$ cat src/rtl/serial_add_ctrl.sv
// Bit-serial adder controller: streams two WIDTH-bit operands LSB-first through an
// external shared 1-bit full adder and registers the sum, carry-out and signed overflow.
module serial_add_ctrl #(
  parameter int unsigned WIDTH = 32
) (
  input  logic             clk,
  input  logic             rst,
  input  logic             start,
  input  logic             abort,
  input  logic [WIDTH-1:0] a,
  input  logic [WIDTH-1:0] b,
  input  logic             cin,
  output logic             add_a,
  output logic             add_b,
  output logic             add_cin,
  input  logic             add_s,
  input  logic             add_cout,
  output logic             busy,
  output logic             done,
  output logic [WIDTH-1:0] sum,
  output logic             cout,
  output logic             overflow
);

  // Counter must be able to represent WIDTH itself.
  localparam int unsigned CW = $clog2(WIDTH + 1);

  typedef enum logic [1:0] {IDLE, RUN, DONE} state_t;

  state_t           state;
  logic [WIDTH-1:0] a_sh;
  logic [WIDTH-1:0] b_sh;
  logic [WIDTH-1:0] res;
  logic             carry;
  logic [CW-1:0]    cnt;

  logic             last_bit;
  logic [WIDTH-1:0] res_next;

  assign last_bit = (cnt == CW'(WIDTH - 1));
  assign res_next = {add_s, res[WIDTH-1:1]};

  // Full-adder operands are only presented while bits are in flight.
  assign add_a   = (state == RUN) ? a_sh[0] : 1'b0;
  assign add_b   = (state == RUN) ? b_sh[0] : 1'b0;
  assign add_cin = (state == RUN) ? carry   : 1'b0;

  always_ff @(posedge clk) begin
    if (!rst) begin
      state    <= IDLE;
      a_sh     <= '0;
      b_sh     <= '0;
      res      <= '0;
      carry    <= 1'b0;
      cnt      <= '0;
      busy     <= 1'b0;
      done     <= 1'b0;
      sum      <= '0;
      cout     <= 1'b0;
      overflow <= 1'b0;
    end else begin
      case (state)
        IDLE: begin
          done <= 1'b0;
          if (start) begin
            a_sh  <= a;
            b_sh  <= b;
            carry <= cin;
            res   <= '0;
            cnt   <= '0;
            busy  <= 1'b1;
            state <= RUN;
          end
        end
        RUN: begin
          // Abort wins over completion, including on the final bit.
          if (abort) begin
            busy  <= 1'b0;
            state <= IDLE;
          end else begin
            a_sh  <= {1'b0, a_sh[WIDTH-1:1]};
            b_sh  <= {1'b0, b_sh[WIDTH-1:1]};
            res   <= res_next;
            carry <= add_cout;
            cnt   <= cnt + CW'(1);
            if (last_bit) begin
              sum      <= res_next;
              cout     <= add_cout;
              overflow <= add_cin ^ add_cout;
              busy     <= 1'b0;
              done     <= 1'b1;
              state    <= DONE;
            end
          end
        end
        DONE: begin
          done  <= 1'b0;
          state <= IDLE;
        end
        default: begin
          busy  <= 1'b0;
          done  <= 1'b0;
          state <= IDLE;
        end
      endcase
    end
  end

endmodule

$ cat config.mk
export PLATFORM = sky130hd
export DESIGN_NAME = serial_add_ctrl
export DESIGN_NICKNAME = d
export VERILOG_FILES = /design/src/rtl/serial_add_ctrl.sv
export SDC_FILE = /design/constraint.sdc
export NUM_CORES = 1
export LEC_CHECK = 0
export ABC_AREA = 1
export ABC_CLOCK_PERIOD_IN_PS = 1330
export BUFFER_PORTS_ARGS = -buffer_cell sky130_fd_sc_hd__buf_4
export CAP_MARGIN = 20
export CORE_ASPECT_RATIO = 1.75
export CORE_MARGIN = 5
export CORE_UTILIZATION = 50
export DETAILED_ROUTE_END_ITERATION = 16
export PLACE_DENSITY = 0.84
export SYNTH_ARGS = -nofsm -noshare
export SYNTH_HDL_FRONTEND = slang
export SYNTH_SLANG_ARGS = --single-unit
$ cat constraint.sdc
create_clock -name clk -period 1.33 [get_ports clk]
set_input_delay 0.1995 -clock clk [delete_from_list [all_inputs] [get_ports clk]]
set_output_delay 0.1995 -clock clk [all_outputs]
set_load 0.005 [all_outputs]
==> impl.org <==
** Synthesis
- The most common cell in the synthesized netlist is nand2_1.
- The netlist uses 23 different library cells.
- Portion of the post-synthesis area used by sequential elements :: 0.468
- Number of flops mapped to enable cells by yosys :: 0
- Top-area cell type share of the netlist area :: 0.468
- Number of nets produced by synthesis :: 987
- Post-synthesis area per instance :: 6.54 um2
- Flop and latch count out of synthesis :: 140
- dfxtp_1 takes more of the synthesized area than any other cell.
- The mapped netlist covers 5990 um2.
- In the synthesized netlist the dominant register cell turns out to be dfxtp_1.
- Commonest cells in the synthesized netlist :: nand2_1, nor2_1, dfxtp_1
- Dominant cells by area after synthesis :: dfxtp_1, nand2_1, nor2_1
- Yosys warning count :: 0
- Async set-reset flop share out of synthesis :: 0
- Cell count after synthesis :: 915

** Worst setup path
- Kind of launch point of the worst setup path :: register
- Crit Path Category :: reg -> reg
- STA classifies the critical path endpoint as a register.
- Reg-to-reg critical path endpoint :: overflow
- Of all nets on the critical path, the largest fanout is 7.
- Launching element of the worst setup path :: state[1]
- Data on the critical path arrives at its endpoint at 2040 ps.
- Critical path capture point :: overflow
- Data on the critical path is required at its endpoint by 1650 ps.
- The startpoint identified for the worst register-to-register timing path is state[1].
- Counting cells, the worst reg-to-reg path comes to 10.
- For flop-to-flop paths, the worst setup slack is -380 ps.

** Global routing
- Global routing finished with a remaining overflow of 0.
- The initial antenna violation count was 0.
- Global-route wire length before repair :: 28.8 mm
- The number of global-route vias before repair is 6202.
- Maximum number of pins on one net before global-route repair :: 71
- GRT Overall Usage :: 0.251

** Hold path
- Tightest Hold Check Type :: in -> reg

** Clock network
- Worst-path clk slew :: 70 ps
- The clock passes through at most 2 buffers.
- TritonCTS clock tree :: yes
- Buffer cell driving the clock tree root :: clkbuf_16
- The number of clock buffers added by TritonCTS is 17.
- At the later pin of the worst-skew pair, clock insertion delay measures 420 ps.
- H-tree depth reported by CTS :: 4
- The clock drives 140 sinks.

** Die
- Row generation in the floorplan step produced 53 rows.
- Die Wd :: 92.7 um
- The die covers 14400 um2.
- From bottom edge to top edge, the die measures 155 um.
- Std-Cell Core Area :: 11900 um2
- For this design the top-level I/O count stands at 110.
- Starting utilization of the core area :: 0.504

** Timing
- Setup tns final :: -17810 ps
- Measured against its own limit, the worst slew margin works out to 0.703.
- Timing would allow up to 0.583 GHz.
- Unrepaired setup endpoints after global routing :: yes
- Final Skew :: 7.19 ps
- Setup violations remaining at the end of the flow were counted as 141.
- Post-layout worst setup margin :: -385 ps
- The smallest clock period supported by the final layout is computed as 1710 ps.
- Actual slew at the worst max-slew pin :: 445 ps
- The total count of hold-check failures in the final report came to 0.
- The number of max-slew violations in the final report came to 0.
- Final clock period utilization by the worst path :: 1.29

** Power and ir drop
- Standby leakage power :: 4.39 nW
- PD cells :: 1290 nW/um2
- VDD sags by at most 0.973 mV.

** Cells and area
- Once layout is done, the placed cells without fillers occupy 9240 um2.
- Compared with the post-synthesis result, the final layout area differs by 54.4%.
- Share of layout cells above drive strength 1 :: 0.308
- The repair_antennas step left the layout with diodes totalling 0.
- Nets@finish :: 1128
- Summing all multi-input logic gate instances after layout gives 3220 um2.
- The filler cells instantiated in the layout total 696.
- Footprint of the flip-flops and latches :: 2810 um2

** Placed design
- Last weighted congestion value of the routability-driven placer :: 0.825
- Once placement finished, the instance area stood at 7020 um2.
- The wire-length estimate of the detail-placed layout is 9.13 mm.
- In this run the tool buffered the top-level ports with 109 buffer cells.

** Run
- Maxcap violations :: 0

** Detailed routing
- Via-per-instance ratio :: 5.65
- DRC marker count from the first detailed-route iteration :: 575
- Per-cell routed wire length :: 18.3 um
- Number of vias after detailed routing :: 6814
- Total DRC errors in the routed layout :: 0
- Before antenna repair, the detailed router went through 6 iterations.
- In this run the remaining antenna-violating nets after routing total 0.
- Overall routed net length :: 22.1 mm

** Outcome
- Failing checks :: negative setup slack
- The run finished, with violations left.
==> cells by family after synthesis <==
family / Yosys count / synth area share
simple gates: 537 / 0.344
flops: 140 / 0.468
compound gates: 127 / 0.107
buf+inv: 110 / 0.0788
fa+ha+maj: 1 / 0.00209
==> cells in the final DEF, fill, tap and decap left out, types with 6 or more instances in the layout <==
cell type / count
dfxtp_1: 136
clkbuf_16: 26
a21oi_1: 18
inv_1: 48
nand3_1: 8
buf_12: 17
buf_4: 122
nor2_4: 12
nand2_2: 23
nand2_1: 257
bufbuf_16: 9
a21oi_2: 22
buf_16: 7
o21ai_1: 10
nand3_2: 9
o21ai_0: 69
nor2_2: 19
nand2_4: 10
nor2_1: 190
buf_6: 13
o21ai_2: 6
==> per-layer routing <==
layer | track usage | wire (um)
met1 | 0.267 | 7480
met4 | 0.158 | 1560
met3 | 0.0477 | 1510
met5 | 0 | 0
met2 | 0.449 | 11500
==> metrics by stage <==
stage               utilization  hold WS (ps)  worst slack [ps]  power, mW  cells
floorplan                     -           334              16.2       5.36    915
global placement          0.591           433              6.84       5.80   1120
detailed placement        0.591           447             -76.0       5.83   1120
CTS                       0.713          29.1              -175       11.5   1185
global route              0.779          67.3              -438       12.3   1206
finish                    0.779          49.7              -385       12.0   1206
==> worst min path at each step <==
stage                     cells after the start     start  slack (ps)       to
after detailed placement                      2    cnt[4]         450   cnt[4]
final                                         3     add_s          50  sum[31]
after floorplan                               2  add_cout         330     cout
after CTS                                     3     add_s          30  sum[31]
after global routing                          3     add_s          70  sum[31]
after global placement                        2    cnt[4]         430   cnt[4]
==> worst max-delay path, cell delays in order, from the launching register on <==
cell and delay [ps]:
dfxtp_2 330, inv_2 90, nand2_4 70, buf_6 120
nor2_4 150, nand3_4 170, buf_4 180, buf_6 140
nand2_1 60, nand2_1 50, nor2_1 250
==> area by class of cell <==
class,count,area share
tap,137,0.0185
sequential,140,0.304
timing repair buffer,182,0.237
inverter,50,0.0211
clock buffer,17,0.0460
multi-input combinational,665,0.348
clock inverter,15,0.0253
==> state kept, by name, indices dropped and copies added, names as in the netlist <==
| name | flops |
|---|---|
| a_sh | 32 |
| b_sh | 32 |
| busy | 1 |
| carry | 1 |
| cnt | 6 |
| cout | 1 |
| done | 1 |
| overflow | 1 |
| res | 31 |
| state | 2 |
| sum | 32 |
==> where the power goes <==
group          switching, mW  leakage (nW)  internal [mW]
clock                   2.04         0.317           3.37
combinational          0.992          2.93          0.969
sequential             0.153          1.15           4.43
total                   3.19          4.39           8.77
==> timing repair <==
action                                  CTS  global route
pin swaps                                 5            33
buffers inserted                         16            15
hold buffers                              0             0
resized for setup                        41           150
endpoints found under the setup margin  121           140
cloned                                   17            11
No activity file was read; power rests on OpenSTA's default activity.
